===== config.mk =====
export PLATFORM = sky130hd
export DESIGN_NAME = id_hazard_ctrl
export DESIGN_NICKNAME = d
export VERILOG_FILES = /design/src/rtl/id_hazard_ctrl.sv
export SDC_FILE = /design/constraint.sdc
export NUM_CORES = 1
export LEC_CHECK = 0
export CORE_MARGIN = 4
export CORE_UTILIZATION = 47
export CTS_CLUSTER_DIAMETER = 120
export DETAILED_ROUTE_END_ITERATION = 8
export DONT_BUFFER_PORTS = 1
export GPL_ROUTABILITY_DRIVEN = 0
export PLACE_DENSITY = 0.68
export SETUP_SLACK_MARGIN = 0.02
export SYNTH_ARGS = -nofsm -noshare
export SYNTH_HDL_FRONTEND = slang
export SYNTH_SLANG_ARGS = --single-unit

===== constraint.sdc =====
create_clock -name clk -period 3.5 [get_ports clk]
set_input_delay 0.7 -clock clk [delete_from_list [all_inputs] [get_ports clk]]
set_output_delay 0.7 -clock clk [all_outputs]
set_load 0.01 [all_outputs]

===== src/rtl/id_hazard_ctrl.sv =====
// Decode-stage hazard sequencer: stall/flush/freeze controls for IF/ID and ID/EX.
// Optional hazard-stall counter port stall_cycles is built only with `define STALL_CNT_EN.
package id_hazard_pkg;
  typedef enum logic [1:0] {ST_INIT, ST_RUN, ST_HOLD} state_e;

  typedef struct packed {
    logic       is_load;
    logic       is_jalr;
    logic       use_rs1;
    logic       use_rs2;
    logic [4:0] rd;
    logic [4:0] rs1;
    logic [4:0] rs2;
  } dec_t;

  localparam logic [6:0] OPC_LOAD   = 7'b0000011;
  localparam logic [6:0] OPC_STORE  = 7'b0100011;
  localparam logic [6:0] OPC_BRANCH = 7'b1100011;
  localparam logic [6:0] OPC_OP     = 7'b0110011;
  localparam logic [6:0] OPC_LUI    = 7'b0110111;
  localparam logic [6:0] OPC_AUIPC  = 7'b0010111;
  localparam logic [6:0] OPC_JAL    = 7'b1101111;
  localparam logic [6:0] OPC_JALR   = 7'b1100111;
endpackage

// Per-instruction field decode used for the ID, EX and MEM slots.
module id_hazard_dec
  import id_hazard_pkg::*;
(
  input  logic [31:0] inst_i,
  output dec_t        dec_o
);
  logic [6:0] opc;
  logic       unused_bits;

  assign opc         = inst_i[6:0];
  assign unused_bits = ^{inst_i[31:25], inst_i[14:12]};

  always_comb begin
    dec_o         = '0;
    dec_o.rd      = inst_i[11:7];
    dec_o.rs1     = inst_i[19:15];
    dec_o.rs2     = inst_i[24:20];
    // rd!=0 on loads is what keeps x0 from ever producing a hazard
    dec_o.is_load = (opc == OPC_LOAD) && (inst_i[11:7] != 5'd0);
    dec_o.is_jalr = (opc == OPC_JALR);
    dec_o.use_rs1 = !((opc == OPC_LUI) || (opc == OPC_AUIPC) || (opc == OPC_JAL));
    dec_o.use_rs2 = (opc == OPC_BRANCH) || (opc == OPC_STORE) || (opc == OPC_OP);
  end
endmodule

module id_hazard_ctrl
  import id_hazard_pkg::*;
#(
  parameter int RST_FLUSH_CYCLES = 2
) (
  input  logic        clk,
  input  logic        rst_n,
  input  logic [31:0] id_inst,
  input  logic [31:0] ex_inst,
  input  logic [31:0] mem_inst,
  input  logic        ex_redirect,
  input  logic        dmem_busy,
  output logic        if_stall,
  output logic        id_stall,
  output logic        id_flush,
  output logic        ex_flush,
  output logic        back_stall
`ifdef STALL_CNT_EN
  , output logic [31:0] stall_cycles
`endif
);
  localparam int CW = 3;

  logic [2:0][31:0] insts;
  dec_t [2:0]       dec;      // [0]=ID, [1]=EX, [2]=MEM
  logic             jalr_ex, jalr_mem, ld_use;
  logic [1:0]       n_stall;
  logic             hz_stall;
  logic             unused_dec;
  state_e           state_q, state_d;
  logic [CW-1:0]    cnt_q, cnt_d;

  assign insts = {mem_inst, ex_inst, id_inst};

  for (genvar g = 0; g < 3; g++) begin : g_dec
    id_hazard_dec u_dec (.inst_i(insts[g]), .dec_o(dec[g]));
  end

  assign unused_dec = ^{dec[0].is_load, dec[0].rd,
                        dec[1].is_jalr, dec[1].use_rs1, dec[1].use_rs2, dec[1].rs1, dec[1].rs2,
                        dec[2].is_jalr, dec[2].use_rs1, dec[2].use_rs2, dec[2].rs1, dec[2].rs2};

  // JALR resolves its target in ID, so load data cannot be forwarded to it
  assign jalr_ex  = dec[0].is_jalr && dec[1].is_load && (dec[1].rd == dec[0].rs1);
  assign jalr_mem = dec[0].is_jalr && dec[2].is_load && (dec[2].rd == dec[0].rs1);
  assign ld_use   = dec[1].is_load &&
                    ((dec[0].use_rs1 && (dec[1].rd == dec[0].rs1)) ||
                     (dec[0].use_rs2 && (dec[1].rd == dec[0].rs2)));

  always_comb begin
    n_stall = 2'd0;
    if (jalr_ex)                 n_stall = 2'd2;
    else if (jalr_mem || ld_use) n_stall = 2'd1;
  end

  always_ff @(posedge clk or negedge rst_n) begin
    if (!rst_n) begin
      state_q <= ST_INIT;
      cnt_q   <= CW'(RST_FLUSH_CYCLES);
    end else begin
      state_q <= state_d;
      cnt_q   <= cnt_d;
    end
  end

  always_comb begin
    state_d = state_q;
    cnt_d   = cnt_q;
    // a busy data memory freezes everything, including a pending redirect
    if (!dmem_busy) begin
      case (state_q)
        ST_INIT: begin
          cnt_d = cnt_q - CW'(1);
          if (cnt_q == CW'(1)) state_d = ST_RUN;
        end
        ST_HOLD: begin
          if (ex_redirect || (cnt_q == CW'(1))) state_d = ST_RUN;
          else                                  cnt_d   = cnt_q - CW'(1);
        end
        ST_RUN: begin
          if (!ex_redirect && (n_stall == 2'd2)) begin
            state_d = ST_HOLD;
            cnt_d   = CW'(1);
          end
        end
        default: state_d = ST_INIT;
      endcase
    end
  end

  always_comb begin
    if_stall   = 1'b0;
    id_stall   = 1'b0;
    id_flush   = 1'b0;
    ex_flush   = 1'b0;
    back_stall = 1'b0;
    hz_stall   = 1'b0;
    if (!rst_n) begin
      id_flush = 1'b1;
      ex_flush = 1'b1;
    end else if (dmem_busy) begin
      if_stall   = 1'b1;
      id_stall   = 1'b1;
      back_stall = 1'b1;
    end else if (ex_redirect) begin
      id_flush = 1'b1;
      ex_flush = 1'b1;
    end else begin
      case (state_q)
        ST_INIT: begin
          id_flush = 1'b1;
          ex_flush = 1'b1;
        end
        ST_HOLD: begin
          if_stall = 1'b1;
          ex_flush = 1'b1;
          hz_stall = 1'b1;
        end
        ST_RUN: begin
          if (n_stall != 2'd0) begin
            if_stall = 1'b1;
            ex_flush = 1'b1;
            hz_stall = 1'b1;
          end
        end
        default: begin
          id_flush = 1'b1;
          ex_flush = 1'b1;
        end
      endcase
    end
  end

`ifdef STALL_CNT_EN
  logic [31:0] stall_cnt_q;

  always_ff @(posedge clk or negedge rst_n) begin
    if (!rst_n)                            stall_cnt_q <= '0;
    else if (hz_stall && (stall_cnt_q != '1)) stall_cnt_q <= stall_cnt_q + 32'd1;
  end

  assign stall_cycles = stall_cnt_q;
`else
  logic unused_hz;
  assign unused_hz = hz_stall;
`endif
endmodule


==> results of run 1 <==
## cell usage in the layout (no fill, tap or decap), types with 4 or more instances in the layout
cell	netlist	routed
xnor2_1	11	11
a21oi_1	5	5
dfrtp_1	4	4
nor2_1	6	6
ha_1	6	6
o21ai_0	4	4
nand3_1	4	4
inv_1	6	6
## sequential cells by signal, indices dropped and copies added (netlist names)
| name | flops |
|---|---|
| cnt_q | 3 |
| state_q | 2 |
## cell families after synthesis
kind of cell / after synthesis / share of synthesized area (%)
xor+xnor: 14 / 16.6
fa+ha+maj: 6 / 10.2
compound gates: 21 / 20.5
simple gates: 35 / 30.1
flops: 5 / 17.1
buf+inv: 7 / 4.06
mux: 1 / 1.52
## worst paths after layout
kind | cells past startpoint | start | slack, ns | end
setup / recovery | 5 | ex_inst[5] | 0.72 | ex_flush
setup reg to reg | 7 | cnt_q[1] | 1.70 | cnt_q[2]
min in group clk | 1 | cnt_q[1] | 0.52 | cnt_q[1]
hold reg to reg | 1 | cnt_q[1] | 0.52 | cnt_q[1]
hold / removal | 0 | rst_n | 0.13 | state_q[0]
max in group asynchronous | 0 | rst_n | 3.20 | cnt_q[1]
## per-stage QoR
step                cell area, sq um  utilization (%)  hold slack [ns]  cells
floorplan                        739                -            0.404     89
global placement                 752             50.5            0.405    104
detailed placement               752             50.5            0.405    104
CTS                              778             52.3            0.126    108
global route                     778             52.3            0.126    108
finish                           778             52.3            0.133    108
## cell type report
class	instances	share of cell area [%]
flip-flops and latches	5	16.2
multi-input cells	77	74.9
well taps	16	2.57
inverters	6	2.89
clock buffers	4	3.38
## power breakdown
part | leakage, nW | internal, mW | switching (mW)
Combinational | 0.205 | 0.0819 | 0.0864
Sequential | 0.0602 | 0.0863 | 0.0183
Clock | 0.0150 | 0.0435 | 0.0289
## cell usage after synthesis (2+ instances only)
cell	number	share of area (%)
a21o_1	2	2.0
a21oi_1	5	3.4
a31oi_1	2	1.7
dfrtp_1	4	14
ha_1	6	10
inv_1	6	3.0
nand2_1	3	1.5
nand2b_1	2	1.7
nand3_1	4	2.7
nand4_1	2	1.7
nand4b_1	3	3.6
nor2_1	6	3.0
nor2b_1	2	1.7
nor3_1	2	1.4
nor3b_1	2	2.0
nor4_1	2	1.7
o21ai_0	4	2.7
or4_1	2	2.0
xnor2_1	11	13
xor2_1	3	3.6
## per-layer routing
layer	track usage (%)	vias up	part of all wire [%]
met5	0	-	0
met3	6.02	5	10
li1	-	340	-
met4	11.3	0	2.9
met1	18.8	311	35
met2	31.0	38	52
## critical path, delay by kind of cell
kind	cells	cell delay (ns)
AO/OA/AOI/OAI	3	0.68
AND/OR/NAND/NOR	2	0.70
==> results by group, run 1 <==
STA
  – Setup TNS: 0 ns
  – Clock Skew: 0.00821 ns
  – Achievable Freq: 360 MHz
  – Final Hold Fails: 0
  – Setup Viol. Count Final: 0
  – Fin crit period: 2.78 ns
  – Pins Over Slew Limit: 0
  – Fin crit share: 79.3%
  – RSZ-0062 raised after global routing: false
  – Worst slew margin: 66.1%
  – Slew @ Worst Pin: 0.496 ns
  – Setup ws final: 0.723 ns

CTS
  – Post-CTS Hold Fix Bufs: 0
  – Cts bufs inserted: 3
  – Post-CTS Setup Bufs: 0
  – Clk buf depth: 2
  – Clk slew on worst S/H paths: 0.05 ns
  – Post-cts repair resize count: 0
  – CTS Sinks: 5
  – CTS HTree Levels: 1
  – CTS tree: done
  – Root Driver: clkbuf_4
  – Worst-skew pair later-pin latency: 0.26 ns

Final layout
  – Synthesis-to-layout area growth: 5.25%
  – Storage element area: 126 sq um
  – Diode count: 0
  – Layout cells sized above 1: 12.0%
  – Filler cells: 152
  – Nets@finish: 199
  – Multi-input logic area: 583 sq um

Yosys
  – Synthesized flop and latch total: 5
  – Syn avg cell area: 8.31 sq um
  – Ys async rst share: 100%
  – Post-synth EDFFs: 0
  – Sequential share of the synthesized area: 17.1%
  – Synth Flop Type: dfrtp_1
  – Post-Syn Instances: 89
  – Synthesis Warnings: 0
  – Syn Nets: 195
  – Synthesized area: 739 sq um
  – Distinct cells, synth: 36

Critical path
  – Crit-path max cell delay: 0.42 ns
  – Critical-path top delay cell: nor4_1
  – Crit path cell chain: nor4b_2 -> o211ai_2 -> nor4_1 -> a41oi_2 -> a31oi_1
  – Endpoint class of the critical path: output port
  – Worst Path Arrival: 2.08 ns
  – Critical path class: input port to output port
  – Crit path launch type: input port
  – Worst Path Required: 2.80 ns
  – Max FO, Critical Path: 4

Placed design
  – Port buffer count: 0
  – Detail Placement HPWL: 1550 microns
  – Dpl ws: 0.673 ns

Hold path
  – Hold Crit Class: input port to async pin

Floorplan
  – Boundary pin count: 105
  – Starting Density: 49.7%
  – Die width: 47.7 microns
  – Core ar.: 1490 sq um
  – Area of the die: 2270 sq um
  – Die H: 47.7 microns
  – Row cnt: 14

Pwr
  – Power consumption: 0.345 mW
  – Pwr dens: 444 nW/um^2
  – Pleak: 0.280 nW
  – Peak supply drop: 0.000149 V

Route
  – Routed len/inst: 16.8 microns
  – DR DRC count: 0
  – Routed wire length: 1820 microns
  – Drt first pass iters: 4
  – Via count: 694
  – DRT iter0 DRCs: 13
  – DRT antenna net count: 0
  – DR vias/cell: 6.43

Run status
  – Status: completed

GRT
  – Global-route wire length before repair: 2820 microns
  – Total gr overflow: 0
  – Largest net degree at the start of global routing: 9
  – Vias in the first global route: 716
  – All-layer global routing usage: 18.0%
  – Initial antenna violation count: 0

Flow run
  – # Max-Cap Violations: 0
(Power assumes the default switching activity.)
==> run 2: changes to the inputs <==
- clock period: 3.5 -> 2.6 ns (I/O delays scaled with it)
==> run 2 against run 1 <==
Effect of this change: critical path depth down 1; routed wire length up 0.83%; clock power up 35%; cell count up 0.93%; global-route usage up 0.23 points; combinational power up 37%; via count up 1.9%; die area unchanged; register-to-register slack worse by 0.90 ns; hold slack worse by 0.031 ns.
==> results by group, run 2 (synthesis gave the netlist of run 1 again) <==
Final layout
  – Largest regs: cnt_q x3, state_q x2
  – Final Instance Count excl. Fillers: 109
  – Filler cells: 150
  – Nets@finish: 200
  – Most frequent cells in the layout: 11 x xnor2_1, 6 x inv_1, 6 x nor2_1, 6 x ha_1, 5 x a21oi_1
  – Number of flip-flops in the largest register: 3
  – Largest Register: cnt_q
  – Layout cells sized above 1: 12.9%
  – Diode count: 0
  – Synthesis-to-layout area growth: 7.45%
  – Commonest non-fill, non-tap cell in the layout: xnor2_1

CTS
  – Post-CTS Setup Bufs: 0
  – CTS HTree Levels: 1
  – Worst-skew pair later-pin latency: 0.26 ns
  – Cts bufs inserted: 3
  – Clk slew on worst S/H paths: 0.05 ns
  – Clk buf depth: 2
  – CTS tree: done
  – Root Driver: clkbuf_4
  – CTS Sinks: 5

Placed design
  – Port buffer count: 0
  – Post-Place Cells: 104
  – Detail Placement HPWL: 1550 microns
  – Dpl ws: 0.133 ns

Floorplan
  – Core ar.: 1490 sq um
  – Die H: 47.7 microns
  – Die width: 47.7 microns
  – Row cnt: 14
  – Area of the die: 2270 sq um
  – Starting Density: 49.7%
  – Boundary pin count: 105

Critical path
  – Critical-path top delay cell: or4_1
  – Worst Path Required: 2.08 ns
  – Critical path class: input port to output port
  – Endpoint class of the critical path: output port
  – Crit path cell chain: nor4b_2 -> o211ai_2 -> or4_1 -> a31oi_1
  – Worst Path Arrival: 1.88 ns
  – Buffers plus inverters on the worst setup path: 0
  – Crit-path max cell delay: 0.58 ns
  – Crit path launch type: input port
  – Max FO, Critical Path: 4
  – Cell family with most CP delay: simple AND/OR/NAND/NOR gates

STA
  – Pins Over Slew Limit: 0
  – Clock Skew: 0.00826 ns
  – Final Hold Fails: 0
  – Slew @ Worst Pin: 0.496 ns
  – Fin crit period: 2.40 ns
  – Fin crit share: 92.4%
  – Setup TNS: 0 ns
  – Worst slew margin: 66.1%
  – Setup ws final: 0.198 ns
  – Setup Viol. Count Final: 0
  – Achievable Freq: 416 MHz
  – RSZ-0062 raised after global routing: false

Pwr
  – Psw: 0.182 mW
  – Combinational Power Share: 49.2%
  – Net Sw Frac: 38.9%
  – Pint: 0.286 mW
  – Peak supply drop: 0.000200 V
  – Seq pwr share: 30.0%
  – Clock group share of total power: 20.8%
  – Pwr dens: 589 nW/um^2
  – Pleak: 0.285 nW

GRT
  – All-layer global routing usage: 18.3%
  – Global-route wire length before repair: 2860 microns
  – Vias in the first global route: 720
  – Total gr overflow: 0
  – Initial antenna violation count: 0
  – Largest net degree at the start of global routing: 6

Route
  – DRT antenna net count: 0
  – DR DRC count: 0
  – Routed wire length: 1830 microns
  – DRT iter0 DRCs: 12
  – Drt first pass iters: 4
  – DR vias/cell: 6.49
  – Routed len/inst: 16.8 microns
  – Via count: 707

Hold path
  – Hold Crit Class: input port to async pin

Run status
  – Status: completed

Flow run
  – # Max-Cap Violations: 0
-- run 2: cell types whose count changed in the layout (fill, tap and decap cells not counted) --
cell | previous run | this run
dlygate4sd3_1 | 0 | 1
nor4_1 | 2 | 1
nor4_2 | 0 | 1
-- run 2: final cells by class --
cell class / instances / area (sq um) / share of cell area, %
flip-flops and latches: 5 / 126 / 15.9
repair buffers: 1 / 10.0 / 1.26
multi-input cells: 77 / 589 / 74.2
clock buffers: 4 / 26.3 / 3.31
inverters: 6 / 22.5 / 2.83
well taps: 16 / 20.0 / 2.52
-- run 2: worst register-to-register path, delay by kind of cell, from the launching register on --
kind	cells	cell delay [ns]
AND/OR/NAND/NOR	2	0.26
adder cells (fa/ha/maj)	1	0.18
AO/OA/AOI/OAI	2	0.43
buffers and inverters	1	0.06
flip-flops	1	0.53
multiplexers	1	0.27
-- run 2: metrics by stage --
stage          util, %  power (mW)  hold slack, ns  area, sq um
5_1_grt           53.4       0.523          0.0935          795
3_5_place_dp      50.5       0.367           0.225          752
4_1_cts           52.9       0.474          0.0941          788
3_3_place_gp      50.5       0.359           0.225          752
2_1_floorplan        -       0.326           0.224          739
6_report          53.4       0.468           0.102          795
-- run 2: worst paths after layout --
check | startpoint | slack, ns | endpoint | depth (start not counted)
max | ex_inst[5] | 0.20 | if_stall | 4
min | rst_n | 0.10 | cnt_q[1] | 0
max reg2reg | cnt_q[1] | 0.80 | cnt_q[2] | 7
min reg2reg | cnt_q[1] | 0.52 | cnt_q[1] | 1
max in group asynchronous | rst_n | 1.88 | cnt_q[2] | 1
min in group clk | dmem_busy | 0.50 | state_q[1] | 2
-- run 2: power by group through the flow --
stage / clock, mW / sequential [mW] / combinational, mW
3_5_place_dp: 0 / 0.141 / 0.226
2_1_floorplan: 0 / 0.136 / 0.190
3_3_place_gp: 0 / 0.140 / 0.219
6_report: 0.0974 / 0.141 / 0.230
5_1_grt: 0.104 / 0.146 / 0.273
4_1_cts: 0.101 / 0.141 / 0.232
-- run 2: routing by layer --
layer  wire [microns]  up-vias  GRT usage (%)
li1                 -      345              -
met1              630      319           19.0
met2              958       38           31.6
met3              188        5           6.02
met4               52        0           11.3
met5                0        -              0
-- run 2: repair_timing --
| item | 4_1_cts | 5_1_grt |
|---|---|---|
| gates resized for setup | 0 | 1 |
| setup endpoints to repair | 0 | 1 |
| hold endpoints to repair | 4 | 0 |
| hold buffers | 1 | 0 |
==> run 3: changes to the inputs <==
- ABC_AREA: default -> 1
- GPL_ROUTABILITY_DRIVEN: 0 -> 1
==> run 3 against run 2 <==
Effect of this change: via count grew 19%; area after synthesis is 11% higher; routed wire length fell by 2.2%; clock skew shrank 0.0034 ns; register-to-register slack gained 0.34 ns; worst setup slack better by 0.44 ns; global-route usage down 2.9 points; sequential cell count is the same; power rose by 15%; largest cell class unchanged; highest routed layer is now met3.
==> results by group, run 3 <==
Run status
  – Status: completed

Placed design
  – Port buffer count: 0
  – Routability cong.: 0.715
  – Detail Placement HPWL: 1600 microns
  – Post-Place Cells: 158
  – Dpl ws: 0.630 ns

Floorplan
  – Core ar.: 1580 sq um
  – Area of the die: 2470 sq um
  – Starting Density: 51.9%
  – Die width: 49.7 microns
  – Boundary pin count: 105
  – Row cnt: 14
  – Die H: 49.7 microns

GRT
  – All-layer global routing usage: 15.4%
  – Total gr overflow: 0
  – Largest net degree at the start of global routing: 7
  – GRT met3 Usage: 5.42%
  – Vias in the first global route: 789
  – GRT met2 Usage: 24.2%
  – GRT busiest layer: met2
  – Met1 GRT Util: 20.2%
  – Initial antenna violation count: 0
  – Global-route wire length before repair: 3060 microns

Yosys
  – Largest family of logic cells by synthesized area: simple AND/OR/NAND/NOR gates
  – Complex-gate fraction of the synthesized area: 9.48%
  – Synth Flop Type: dfrtp_1
  – XOR/XNOR Fraction of Synth Area: 8.56%
  – Distinct cells, synth: 26
  – Synth area leader: nand2_1
  – Ys async rst share: 100%
  – Post-Syn Instances: 143
  – Synthesized flop and latch total: 5
  – Simple-Gate Fraction of Synth Area: 44.5%
  – Syn avg cell area: 5.72 sq um
  – Synthesized area: 818 sq um
  – Post-synth top cells: 41 x nand2_1, 25 x inv_1, 23 x nor2_1, 7 x nand3_1, 6 x ha_1
  – Cell with the most instances after synthesis: nand2_1
  – Yosys top cell area share: 18.8%
  – Sequential share of the synthesized area: 15.4%
  – Syn Nets: 249
  – Top cells by area, synth: nand2_1 19%, dfrtp_1 12%, inv_1 11%, nor2_1 11%, ha_1 9.2%
  – Adder-cell share of the synthesized area: 9.17%
  – Post-synthesis mux area share: 0%
  – Synthesis Warnings: 0
  – Post-synth EDFFs: 0

Final layout
  – Nets@finish: 254
  – Number of flip-flops in the largest register: 3
  – Most frequent cells in the layout: 41 x nand2_1, 25 x inv_1, 23 x nor2_1
  – Synthesis-to-layout area growth: 5.96%
  – Largest regs: cnt_q x3, state_q x2
  – Diode count: 0
  – Commonest non-fill, non-tap cell in the layout: nand2_1
  – Final Instance Count excl. Fillers: 163
  – Largest Register: cnt_q
  – Layout cells sized above 1: 7.48%

Critical path
  – Critical path class: input port to output port
  – Worst reg-to-reg setup slack: 1.14 ns
  – Critical-path top delay cell: or2_0
  – Max FO, Critical Path: 4
  – Crit path depth: 8
  – Crit path cell chain: or2_0 -> a21oi_1 -> nand2_1 -> nor2_1 -> nand2_1 -> nand2_1 -> nand2_1 -> a21oi_2
  – R2r startpoint: cnt_q[1]
  – Worst Path Arrival: 1.44 ns
  – FF-to-FF path depth: 8
  – Worst Path Required: 2.08 ns
  – Crit path launch type: input port
  – Cell family with most CP delay: simple AND/OR/NAND/NOR gates
  – Buffers plus inverters on the worst setup path: 0
  – Endpoint class of the critical path: output port
  – CP dominant cell by count: nand2_1
  – Crit-path max cell delay: 0.20 ns
  – R2r endpoint: cnt_q[0]

STA
  – Clock Skew: 0.00484 ns
  – Slew @ Worst Pin: 0.402 ns
  – Setup ws final: 0.639 ns
  – Fin crit share: 75.4%
  – Fin crit period: 1.96 ns
  – Setup TNS: 0 ns
  – Final hold slack: 0.128 ns
  – Worst slew margin: 73.1%
  – Pins Over Slew Limit: 0
  – Setup Viol. Count Final: 0
  – Achievable Freq: 510 MHz
  – Final Hold Fails: 0
  – RSZ-0062 raised after global routing: false

CTS
  – Post-CTS Setup Bufs: 0
  – CTS Sinks: 5
  – CTS HTree Levels: 1
  – CTS tree: done
  – Clk slew on worst S/H paths: 0.04 ns
  – Clk buf depth: 2
  – Worst-skew pair later-pin latency: 0.24 ns
  – Root Driver: clkbuf_4
  – Cts bufs inserted: 3

Hold path
  – Hold Crit Class: input port to async pin

Route
  – Via count: 842
  – DR DRC count: 0
  – Routed wire length: 1790 microns
  – Routed len/inst: 11.0 microns
  – DRT iter0 DRCs: 22
  – Drt first pass iters: 4
  – DRT antenna net count: 0
  – DR vias/cell: 5.17

Flow run
  – # Max-Cap Violations: 0

Pwr
  – Pwr dens: 621 nW/um^2
  – Pleak: 0.468 nW
  – Peak supply drop: 0.000434 V
  – Power consumption: 0.538 mW
[run 3: cell types whose count changed after synthesis, moves of 5 or more]
| cell | before | now |
|---|---|---|
| nor2_1 | 6 | 23 |
| inv_1 | 6 | 25 |
| o21ai_1 | 0 | 5 |
| xnor2_1 | 11 | 4 |
| nand2_1 | 3 | 41 |
[run 3: layer usage]
metal	wire length, microns	vias up
li1	-	447
met4	0	0
met3	153	0
met5	0	-
met1	820	356
met2	815	39
[run 3: worst max-delay path by stage]
stage,startpoint,end
after floorplan,id_inst[16],if_stall
after global placement,id_inst[16],if_stall
after detailed placement,id_inst[16],if_stall
after CTS,id_inst[16],if_stall
after global routing,id_inst[16],if_stall
final,id_inst[16],if_stall
[run 3: final cells by class]
type,count,area (sq um)
inverters,26,97.6
fillers,174,709
multi-input cells,111,587
repair buffers,1,10.0
flip-flops and latches,5,126
well taps,16,20.0
clock buffers,4,26.3
[run 3: logic make-up after synthesis]
group / count (synthesis)
AOI/OAI and AO/OA: 14
xor gates and xnor gates: 8
adders and majority gates: 6
buffers and inverters: 27
DFF: 5
and+or+nand+nor: 83
[run 3: where the power goes]
| part | switching (mW) | internal (mW) | total (mW) |
|---|---|---|---|
| logic | 0.174 | 0.128 | 0.302 |
| clock network | 0.0299 | 0.0579 | 0.0878 |
| registers | 0.0288 | 0.120 | 0.148 |
| total | 0.233 | 0.306 | 0.538 |
[run 3: per-stage QoR]
stage | instance area (sq um) | util [%]
5_1_grt | 867 | 55.0
4_1_cts | 867 | 55.0
6_report | 867 | 55.0
3_5_place_dp | 831 | 52.7
3_3_place_gp | 831 | 52.7
2_1_floorplan | 818 | -
[run 3: timing repair]
| item | CTS | global route |
|---|---|---|
| gates resized for setup | 0 | 0 |
| endpoints found under the hold margin | 4 | 0 |
| hold buffers | 1 | 0 |
